==> config.mk <==
export PLATFORM = sky130hd
export DESIGN_NAME = ram_frame_writer
export DESIGN_NICKNAME = d
export VERILOG_FILES = /design/src/rtl/ram_frame_writer.sv
export SDC_FILE = /design/constraint.sdc
export NUM_CORES = 1
export LEC_CHECK = 0
export BUFFER_PORTS_ARGS = -buffer_cell sky130_fd_sc_hd__buf_2
export CELL_PAD_IN_SITES_DETAIL_PLACEMENT = 0
export CELL_PAD_IN_SITES_GLOBAL_PLACEMENT = 1
export CORE_ASPECT_RATIO = 1.4
export CORE_MARGIN = 4
export CORE_UTILIZATION = 30
export CTS_BUF_LIST = sky130_fd_sc_hd__clkbuf_8
export DETAILED_ROUTE_END_ITERATION = 10
export GPL_TIMING_DRIVEN = 0
export HOLD_SLACK_MARGIN = 0.15
export PLACE_DENSITY_LB_ADDON = 0.25
export SLEW_MARGIN = 40
export SYNTH_ARGS = -nofsm -noshare
export SYNTH_HDL_FRONTEND = slang
export SYNTH_SLANG_ARGS = --single-unit
==> constraint.sdc <==
create_clock -name clk -period 3.3 [get_ports clk]
set_clock_uncertainty 0.1 [all_clocks]
set_input_delay 0 -clock clk [delete_from_list [all_inputs] [get_ports clk]]
set_output_delay 0 -clock clk [all_outputs]
set_load 0.01 [all_outputs]
==> src/rtl/ram_frame_writer.sv <==
// ram_frame_writer: writer-side master for the shared frame RAM.
// Packs a valid/ready byte stream little-endian into DATA_W-bit words and
// issues single-cycle RAM writes at BASE_ADDR, BASE_ADDR+1, ... for
// NUM_WORDS words. wr_mode tells the top level to mux this writer onto the
// RAM write port in place of the manual path.
// Optional feature macro: RAM_WR_CHECKSUM_EN (running 32-bit sum of written
// words on checksum; tied to zero when undefined).
module ram_frame_writer #(
    parameter int DATA_W    = 32,
    parameter int ADDR_W    = 32,
    parameter int BASE_ADDR = 10000,
    parameter int NUM_WORDS = 16
) (
    input  logic              clk,
    input  logic              rst,
    input  logic              start,
    input  logic              in_valid,
    input  logic [7:0]        in_byte,
    output logic              in_ready,
    output logic              we,
    output logic [ADDR_W-1:0] addr,
    output logic [DATA_W-1:0] wdata,
    output logic              wr_mode,
    output logic              busy,
    output logic              done,
    output logic [31:0]       checksum
);

    localparam int LANES = DATA_W / 8;
    localparam int IDX_W = (LANES > 1) ? $clog2(LANES) : 1;
    localparam logic [IDX_W-1:0]  LAST_LANE = IDX_W'(LANES - 1);
    localparam logic [15:0]       LAST_WORD = 16'(NUM_WORDS - 1);
    localparam logic [ADDR_W-1:0] BASE      = ADDR_W'(BASE_ADDR);

    typedef enum logic [1:0] {
        ST_IDLE  = 2'd0,
        ST_FILL  = 2'd1,
        ST_WRITE = 2'd2,
        ST_DONE  = 2'd3
    } state_t;

    state_t              state_r;
    state_t              next_state_s;
    logic                xfer_s;
    logic [IDX_W-1:0]    byte_idx_r;
    logic [15:0]         word_cnt_r;
    logic [DATA_W-1:0]   word_r;
    logic [DATA_W-1:0]   assembled_s;

    logic                in_ready_r;
    logic                we_r;
    logic [ADDR_W-1:0]   addr_r;
    logic [DATA_W-1:0]   wdata_r;
    logic                wr_mode_r;
    logic                busy_r;
    logic                done_r;

    // Next-state decode; xfer_s flags a byte handshake in FILL.
    always_comb begin
        next_state_s = state_r;
        xfer_s       = 1'b0;
        case (state_r)
            ST_IDLE: begin
                if (start) begin
                    next_state_s = ST_FILL;
                end else begin
                    next_state_s = ST_IDLE;
                end
            end
            ST_FILL: begin
                xfer_s = in_valid & in_ready_r;
                if (xfer_s && (byte_idx_r == LAST_LANE)) begin
                    next_state_s = ST_WRITE;
                end else begin
                    next_state_s = ST_FILL;
                end
            end
            ST_WRITE: begin
                if (word_cnt_r == LAST_WORD) begin
                    next_state_s = ST_DONE;
                end else begin
                    next_state_s = ST_FILL;
                end
            end
            ST_DONE: begin
                next_state_s = ST_IDLE;
            end
            default: begin
                next_state_s = ST_IDLE;
            end
        endcase
    end

    // Current word with the incoming byte merged into lane byte_idx, so the
    // final lane can be written to RAM on the very next cycle.
    always_comb begin
        assembled_s = word_r;
        assembled_s[{byte_idx_r, 3'b000} +: 8] = in_byte;
    end

    // FSM state register; reset overrides everything.
    always_ff @(posedge clk) begin
        if (rst) begin
            state_r <= ST_IDLE;
        end else begin
            state_r <= next_state_s;
        end
    end

    // Datapath and registered outputs, all derived from the upcoming state
    // so every output changes exactly on the edge that enters a state.
    always_ff @(posedge clk) begin
        if (rst) begin
            byte_idx_r <= '0;
            word_cnt_r <= 16'd0;
            word_r     <= '0;
            in_ready_r <= 1'b0;
            we_r       <= 1'b0;
            addr_r     <= '0;
            wdata_r    <= '0;
            wr_mode_r  <= 1'b0;
            busy_r     <= 1'b0;
            done_r     <= 1'b0;
        end else begin
            in_ready_r <= (next_state_s == ST_FILL);
            we_r       <= (next_state_s == ST_WRITE);
            busy_r     <= (next_state_s != ST_IDLE);
            wr_mode_r  <= (next_state_s != ST_IDLE);
            done_r     <= (next_state_s == ST_DONE);
            case (state_r)
                ST_IDLE: begin
                    if (start) begin
                        byte_idx_r <= '0;
                        word_cnt_r <= 16'd0;
                        word_r     <= '0;
                    end
                end
                ST_FILL: begin
                    if (xfer_s) begin
                        word_r <= assembled_s;
                        if (byte_idx_r == LAST_LANE) begin
                            byte_idx_r <= '0;
                            addr_r     <= BASE + ADDR_W'(word_cnt_r);
                            wdata_r    <= assembled_s;
                        end else begin
                            byte_idx_r <= byte_idx_r + 1'b1;
                        end
                    end
                end
                ST_WRITE: begin
                    if (word_cnt_r != LAST_WORD) begin
                        word_cnt_r <= word_cnt_r + 16'd1;
                        byte_idx_r <= '0;
                    end
                end
                ST_DONE: begin
                    byte_idx_r <= '0;
                end
                default: begin
                    byte_idx_r <= '0;
                end
            endcase
        end
    end

    assign in_ready = in_ready_r;
    assign we       = we_r;
    assign addr     = addr_r;
    assign wdata    = wdata_r;
    assign wr_mode  = wr_mode_r;
    assign busy     = busy_r;
    assign done     = done_r;

`ifdef RAM_WR_CHECKSUM_EN
    logic [31:0] checksum_r;

    // Modulo-2^32 accumulation of one written word.
    function automatic logic [31:0] csum_add(input logic [31:0] acc,
                                             input logic [DATA_W-1:0] w);
        return acc + 32'(w);
    endfunction

    // Sum of written words: cleared when a transfer is accepted, updated in
    // each WRITE cycle, then held until the next start or reset.
    always_ff @(posedge clk) begin
        if (rst) begin
            checksum_r <= 32'h0000_0000;
        end else if ((state_r == ST_IDLE) && start) begin
            checksum_r <= 32'h0000_0000;
        end else if (state_r == ST_WRITE) begin
            checksum_r <= csum_add(checksum_r, wdata_r);
        end else begin
            checksum_r <= checksum_r;
        end
    end

    assign checksum = checksum_r;
`else
    assign checksum = 32'h0000_0000;
`endif

endmodule

==> After elaboration in Yosys (flattened, before gate mapping) <==
Index checks and enable logic that the tools add are counted.
{ "word_totals": {"in_bits": 12, "ff_bits": 120, "output_inout_bits": 101} }
{ "classes": {"bitwise": 1, "reduce_logical": 9, "n_shift": 2, "n_eq_ne": 12, "addsub": 4, "n_mux": 17} }
{ "ops": {"columns": ["cell", "count"], "rows": [
  ["$mux 32", 2],
  ["$pmux 32 s2", 1],
  ["$bwmux 32", 1],
  ["$mux 16", 2],
  ["$pmux 16 s2", 1],
  ["$shift 8x7->32 const A", 1],
  ["$shiftx 8x7->32", 1],
  ["$add 14x16->17 const A", 1],
  ["$add 16x1->16 const B", 1],
  ["$eq 16x4->1 const B", 1],
  ["$ne 16x4->1 const B", 1],
  ["$pmux 2 s4", 2],
  ["$mux 2", 6],
  ["$reduce_and 3->1", 4],
  ["$eq 2x2->1 const B", 5],
  ["$neg 5->7", 1],
  ["$ne 2x2->1 const B", 3],
  ["$reduce_bool 2->1", 3],
  ["$eq 2x1->1 const B", 2],
  ["$add 2x1->2 const B", 1],
  ["$logic_not 2->1", 1],
  ["$mux 1", 2],
  ["$and 1x1->1", 1],
  ["$logic_and 1x1->1", 1]
]} }

==> Longest topological paths before layout <==
Gate-level depths: netlist (run 1).
{ "logic_depth": {"depth_word": 5, "depth_mapped": 8, "mapped_depth_nobuf": 6} }

==> Worst setup path after synthesis (run 1) <==
OpenSTA, ideal clock, no wires.
{ "synth_timing": {"path_type": "register to register", "startpoint": "register byte_idx_r[0]", "endpoint": "register word_r[12]", "setup_slack_ns": 1.326, "n_path_buf": 0, "period_less_slack_ns": 1.974, "path_stages_with_launch": 7, "arrival_ns": 1.814, "t_required_ns": 3.140, "setup_time_ns": 0.060, "path_cell_list": "dfxtp_1 > inv_1 > ha_1 > and4b_1 > nor2b_1 > nor2b_1 > a22o_1"} }
{ "synth_between": {"elab_chain_cells": 5, "elab_cells_between_ends": 6, "classes_between": "add/sub (1); shift (2); mux (3)"} }
{ "synth_lines": {"columns": ["element", "line_no", "text"], "rows": [
  ["start, declared", "45", "logic [IDX_W-1:0] byte_idx_r;"],
  ["start signal, assigned", "146", "byte_idx_r <= byte_idx_r + 1'b1;"],
  ["$neg 5->7 *", "98", "assembled_s[{byte_idx_r, 3'b000} +: 8] = in_byte;"],
  ["$shiftx 8x7->32 or $shift 8x7->32 (tied branches)", "98", null],
  ["$bwmux 32 *", "98", null],
  ["$mux 32 *", "139", "if (xfer_s) begin"],
  ["$pmux 32 s2 *", "130", "case (state_r)"],
  ["end signal, assigned", "140", "word_r <= assembled_s;"],
  ["end, declared", "47", "logic [DATA_W-1:0] word_r;"]
]} }
Every way passes the cells marked *; elsewhere a longest branch is shown, timed or not. The select of a mux whose other input is x is not followed.
A chain may end at the register's enable or synchronous reset.

==> Worst setup path after layout (run 1) <==
{ "layout_timing": {"startpoint": "register byte_idx_r[0]", "endpoint": "register wdata_r[25] (netlist: wdata[25])"} }
{ "layout_between": {"elab_chain_cells": 3, "elab_cells_between_ends": 6, "classes_between": "add/sub (1); eq/ne (1); shift (2); mux (1); reduce/logical (1)"} }
{ "layout_lines": {"columns": ["element", "line_no", "text"], "rows": [
  ["$neg 5->7", "98", null],
  ["$shiftx 8x7->32 or $shift 8x7->32 (tied branches)", "98", null],
  ["$bwmux 32", "98", null],
  ["end signal, assigned", "144", "wdata_r <= assembled_s;"],
  ["end, declared", "53", "logic [DATA_W-1:0] wdata_r;"]
]} }
Parallel ways exist; a longest one is shown, timed or not.

==> results of run 1 <==
area by class of cell:
cell class | instances | share of cell area (%)
plain buffers | 87 | 9.49
clock buffers | 9 | 2.15
clock inverters | 7 | 1.34
inverters | 7 | 0.455
multi-input cells | 376 | 40.7
flip-flops and latches | 97 | 33.6
well taps | 192 | 4.16
repair buffers | 79 | 8.06
worst min-delay path, delay by kind of cell (launching register included):
family	cells	cell delay, ns
AO/OA/AOI/OAI	1	0.05
AND/OR/NAND/NOR	1	0.05
flip-flops	1	0.32
flip-flops by register name, summed over array words and instances, names as in the netlist:
signal / count
byte_idx_r: 2
word_cnt_r: 16
state_r: 2
addr: 17
we: 1
done: 1
word_r: 24
in_ready: 1
busy: 1
wdata: 32
per-layer routing:
metal | vias to the layer above | GRT usage, % | share of wire (%) | wire length (um)
li1 | 2056 | - | - | -
met1 | 1868 | 17.8 | 42 | 5580
met2 | 100 | 25.9 | 51 | 6680
met3 | 17 | 2.79 | 4.7 | 622
met4 | 0 | 5.84 | 2.4 | 318
met5 | - | 0 | 0 | 0
synth_stat cells (3+ instances only):
| master | number |
|---|---|
| or3b_1 | 3 |
| nand2b_1 | 6 |
| o211ai_1 | 4 |
| buf_6 | 3 |
| nor2b_1 | 27 |
| a21o_1 | 4 |
| a21oi_1 | 48 |
| and2_1 | 5 |
| o21ai_0 | 16 |
| a22oi_1 | 9 |
| a31o_2 | 3 |
| inv_1 | 7 |
| and3_1 | 3 |
| or4_1 | 5 |
| buf_2 | 12 |
| a31oi_1 | 4 |
| and4_1 | 4 |
| a2bb2oi_1 | 8 |
| buf_1 | 3 |
| a22o_1 | 6 |
| o2bb2ai_1 | 22 |
| xnor2_1 | 6 |
| buf_4 | 49 |
| nand2_1 | 29 |
| clkbuf_1 | 20 |
| dfxtp_1 | 97 |
| nor2_1 | 37 |
| ha_1 | 8 |
| a32o_1 | 8 |
| nand4_1 | 10 |
| nand3_1 | 14 |
| a211oi_1 | 4 |
stage by stage:
| stage | cells | power, uW |
|---|---|---|
| floorplan | 567 | 1330 |
| global placement | 824 | 1380 |
| detailed placement | 824 | 1380 |
| CTS | 854 | 2200 |
| global route | 854 | 2260 |
| finish | 854 | 2170 |
power breakdown:
part / internal, uW / switching, uW
sequential: 1170 / 4.16
clock: 357 / 450
combinational: 77.3 / 109
worst max path at each step:
stage,to,slack (ns),cells past startpoint
floorplan,word_r[12],1.33,6
global placement,addr[16],0.91,6
detailed placement,addr[16],0.83,6
CTS,wdata[25],0.62,8
global route,wdata[25],0.34,7
finish,wdata[25],0.62,7
layout by cell type, fill, tap and decap left out, types with 9 or more instances in the layout:
cell type,netlist,routed
buf_2,12,77
nand3_1,14,14
dfxtp_1,97,97
nor2_1,37,37
nor2b_1,27,27
nand2_1,29,29
o21ai_0,16,16
o2bb2ai_1,22,22
clkbuf_1,20,20
clkbuf_8,0,9
a22oi_1,9,9
a21oi_1,48,48
buf_4,49,49
nand4_1,10,10
dlygate4sd3_1,0,14
conb_1,1,47
logic make-up after synthesis:
group | Yosys count | synth area share [%]
fa+ha+maj | 8 | 2.13
flops | 97 | 41.4
buf+inv | 94 | 12.2
mux | 1 | 0.240
other cells | 1 | 0.0799
xor+xnor | 8 | 1.49
compound gates | 148 | 21.8
simple gates | 164 | 20.6
==> impl_metrics.yaml, run 1 <==
cts:
  clk_pin_slew_ns: 0.10
  numCtsBuffers: 9
  cts_tree: "built"
  cts_htree_levels: 3
  holdBufCountCts: 14
  cts_sinks: 97
  clk_path_buf_depth: 2
  post_cts_resized: 0
  clock-root-buffer: "clkbuf_8"
  clk_latency_ns: 0.37
  post-cts-setup-buffers: 0
setup_path:
  slowest_delay_ns: 0.58
  startpoint: "byte_idx_r[0]"
  required_ns: 3.51
  crit_family: "simple AND/OR/NAND/NOR gates"
  cp-start-kind: "register"
  cp-end-kind: "register"
  cp_max_fo: 8
  critPathKind: "reg -> reg"
  slowest_stage: "dlygate4sd3_1"
  crit_chain: "inv_1, ha_1, or3b_1, nor3_1, a22oi_1, dlygate4sd3_1, nor2_1"
  worst-path-buf-inv: 2
  r2r-start: "byte_idx_r[0]"
  rrSetupSlack_ns: 0.62
  r2r_end: "wdata[25]"
  critPathArrivalTime_ns: 2.89
  reg2reg_depth: 7
sta:
  slew_headroom_pct: 53.9
  final.setup.tns_ns: 0
  hold_ws_ns: 0.359
  final_max_slew_viol_count: 0
  finalWorstSetupSlack_ns: 0.616
  hold_viol: 0
  tightest_slew_ns: 0.690
  rsz0062_at_grt: "no"
  post-route-period-util_pct: 81.3
  period_minus_slack_ns: 2.68
  fmax_mhz: 373
  finalSetupViolations: 0
layout:
  multi_input_area_mm2: 0.00235
  seq_area_mm2: 0.00194
  antenna_cells: 0
  final_nets: 677
  fillers: 1581
  utilization_pct: 38.0
  area_growth_syn_to_layout_pct: 23.0
  fin_area_mm2: 0.00577
  layout-drive-gt1-share_pct: 23.7
yosys:
  netlist_area_mm2: 0.00469
  async_reset_ff_share_pct: 0
  syn_avg_cell_area_um2: 9.01
  netlist_instances: 521
  ys_seq_elements: 97
  synth_top_cell_by_area: "dfxtp_1"
  ys_types: 60
  synth_area_leaders: "dfxtp_1, buf_4, a21oi_1"
  synth-edff-count: 0
  synthFlopType: "dfxtp_1"
  yosysWarnings: 0
  synth_top_cell_area_share_pct: 41.4
  ys_seq_area_share_pct: 41.4
floorplanning:
  die_area_mm2: 0.0177
  initial_core_util_pct: 30.9
  die_height_um: 156
  io_pins: 113
  fp.dieW_um: 114
  fp-row-count: 53
  core_area_mm2: 0.0152
global_route:
  grt_pass1_wl_um: 21000
  overflow: 0
  grt_usage_pct: 14.8
  grt_max_degree: 18
  grt_pass1_vias: 3882
  antenna_found_initial: 0
placement:
  pre_cts_ws_ns: 0.832
  gp_congestion: 0.821
  portBuffers: 65
  hpwl_um: 9970
  placed_cell_area_mm2: 0.00543
power_and_ir_drop:
  power_density_mw_per_mm2: 376
  p_leak_uw: 0.00249
  ir_drop_uv: 177
flow_run:
  maxCapViolCount: 0
drt:
  ant_nets: 0
  drc: 0
  wl_um: 13200
  wire_per_inst_um: 15.5
  drt_iter0_drc: 160
  drtPass1Iterations: 5
  avgViaCountPerCell: 4.73
  vias: 4041
status:
  status: "finished, final reports clean"
hold_path:
  hold_path_depth: 2
  hold_class: "reg -> reg"
  whs_endpoint: "addr[1]"
  hp-start: "addr[1]"
Note: power is estimated with default switching activity, not from simulation.
==> inputs of run 2 (changes only) <==
Clock period 3.3 ns to 2.8 ns, I/O delays scaled along.
==> impl_metrics.yaml, run 2 (synthesis results as in run 1) <==
setup_path:
  reg2reg_depth: 7
  cp-start-kind: "register"
  required_ns: 2.95
  slowest_delay_ns: 0.57
  critPathKind: "reg -> reg"
  cp-end-kind: "register"
  crit_chain: "ha_1, nand3_2, or2_1, buf_2, a22oi_1, dlygate4sd3_1, nor2_1"
  cp_max_fo: 10
  critPathArrivalTime_ns: 2.64
  r2r-start: "byte_idx_r[0]"
  rrSetupSlack_ns: 0.31
  slowest_stage: "dlygate4sd3_1"
  r2r_end: "wdata[27]"
global_route:
  use_met3_pct: 2.79
  grt_pass1_vias: 3882
  grt_most_used_layer: "met2"
  antenna_found_initial: 0
  overflow: 0
  grt_pass1_wl_um: 21000
  grt_usage_pct: 14.8
  global_route.usage.met1_pct: 17.8
  grtUsageMet2_pct: 25.9
  grt_max_degree: 18
cts:
  cts_sinks: 97
  clk_path_buf_depth: 2
  clock-root-buffer: "clkbuf_8"
  clk_latency_ns: 0.37
  cts_tree: "built"
  clk_pin_slew_ns: 0.10
  cts_htree_levels: 3
  post-cts-setup-buffers: 0
  numCtsBuffers: 9
layout:
  largest_reg_flops: 32
  final_common_cell: "dfxtp_1"
  fin_area_mm2: 0.00577
  antenna_cells: 0
  final_nets: 676
  layout-drive-gt1-share_pct: 24.1
  final_cell_mix: "dfxtp_1, buf_2, buf_4"
  fillers: 1581
  final_cells: 853
  area_growth_syn_to_layout_pct: 23.1
placement:
  gp_congestion: 0.821
  place_inst: 824
  hpwl_um: 9970
  placed_cell_area_mm2: 0.00543
  portBuffers: 65
  pre_cts_ws_ns: 0.332
sta:
  tightest_slew_ns: 0.713
  fmax_mhz: 402
  final_max_slew_viol_count: 0
  final.setup.tns_ns: 0
  rsz0062_at_grt: "no"
  post-route-period-util_pct: 88.9
  finalSetupViolations: 0
  slew_headroom_pct: 52.3
  finalWorstSetupSlack_ns: 0.312
  hold_viol: 0
  period_minus_slack_ns: 2.49
floorplanning:
  fp.dieW_um: 114
  initial_core_util_pct: 30.9
  die_height_um: 156
  fp-row-count: 53
  core_area_mm2: 0.0152
  io_pins: 113
  die_area_mm2: 0.0177
power_and_ir_drop:
  finalPower_uw: 2560
  p_leak_uw: 0.00249
  ir_drop_uv: 209
  power_density_mw_per_mm2: 443
drt:
  wl_um: 13200
  avgViaCountPerCell: 4.72
  drtPass1Iterations: 4
  wire_per_inst_um: 15.5
  vias: 4028
  drt_iter0_drc: 162
  drc: 0
  ant_nets: 0
hold_path:
  hold_class: "reg -> reg"
  hold_path_depth: 2
  hp-start: "addr[1]"
  whs_endpoint: "addr[1]"
status:
  status: "finished, final reports clean"
flow_run:
  maxCapViolCount: 0
-- run 2: per-layer routing --
metal  wire (um)  share of wire (%)  vias to the layer above
met3         579                4.4                       18
met5           0                  0                        -
met4         330                2.5                        0
met2        6670                 50                      101
li1            -                  -                     2052
met1        5630                 43                     1857
-- run 2: metrics by stage --
step,hold WS [ns],util (%)
final,0.359,38.0
after global routing,0.382,38.0
after CTS,0.364,38.0
after detailed placement,0.237,35.8
after global placement,0.240,35.8
after floorplan,0.0329,-
-- run 2: critical path, delay by kind of cell (launching register included) --
family / cells / cell delay [ns]
buffers and inverters: 2 / 0.82
flip-flops: 1 / 0.41
adder cells (fa/ha/maj): 1 / 0.23
AO/OA/AOI/OAI: 1 / 0.19
AND/OR/NAND/NOR: 3 / 0.60
-- run 2: layout make-up --
| type | count | area, um2 | share of cell area, % |
|---|---|---|---|
| clock buffers | 9 | 124 | 2.15 |
| plain buffers | 86 | 544 | 9.43 |
| flip-flops and latches | 97 | 1940 | 33.7 |
| clock inverters | 7 | 77.6 | 1.34 |
| well taps | 192 | 240 | 4.16 |
| inverters | 7 | 26.3 | 0.455 |
| repair buffers | 79 | 465 | 8.06 |
| multi-input cells | 376 | 2350 | 40.8 |
-- run 2: power by group --
part	switching, uW	internal (uW)	total, uW
Combinational	129	91.2	220
Clock	529	421	950
Sequential	4.89	1380	1390
Total	662	1900	2560
-- run 2: timing repair --
item / in CTS / in global routing
hold buffers: 14 / 0
setup endpoints to repair: 0 / 3
resized for setup: 0 / 2
hold endpoints to repair: 61 / 0
-- run 2: how the worst max path moves through the flow --
stage | from | end | slack [ns]
2_1_floorplan | byte_idx_r[0] | word_r[12] | 0.83
3_3_place_gp | byte_idx_r[0] | addr[16] | 0.41
3_5_place_dp | byte_idx_r[0] | addr[16] | 0.33
4_1_cts | byte_idx_r[0] | wdata[25] | 0.12
5_1_grt | byte_idx_r[0] | wdata[25] | 0.09
6_report | byte_idx_r[0] | wdata[27] | 0.31
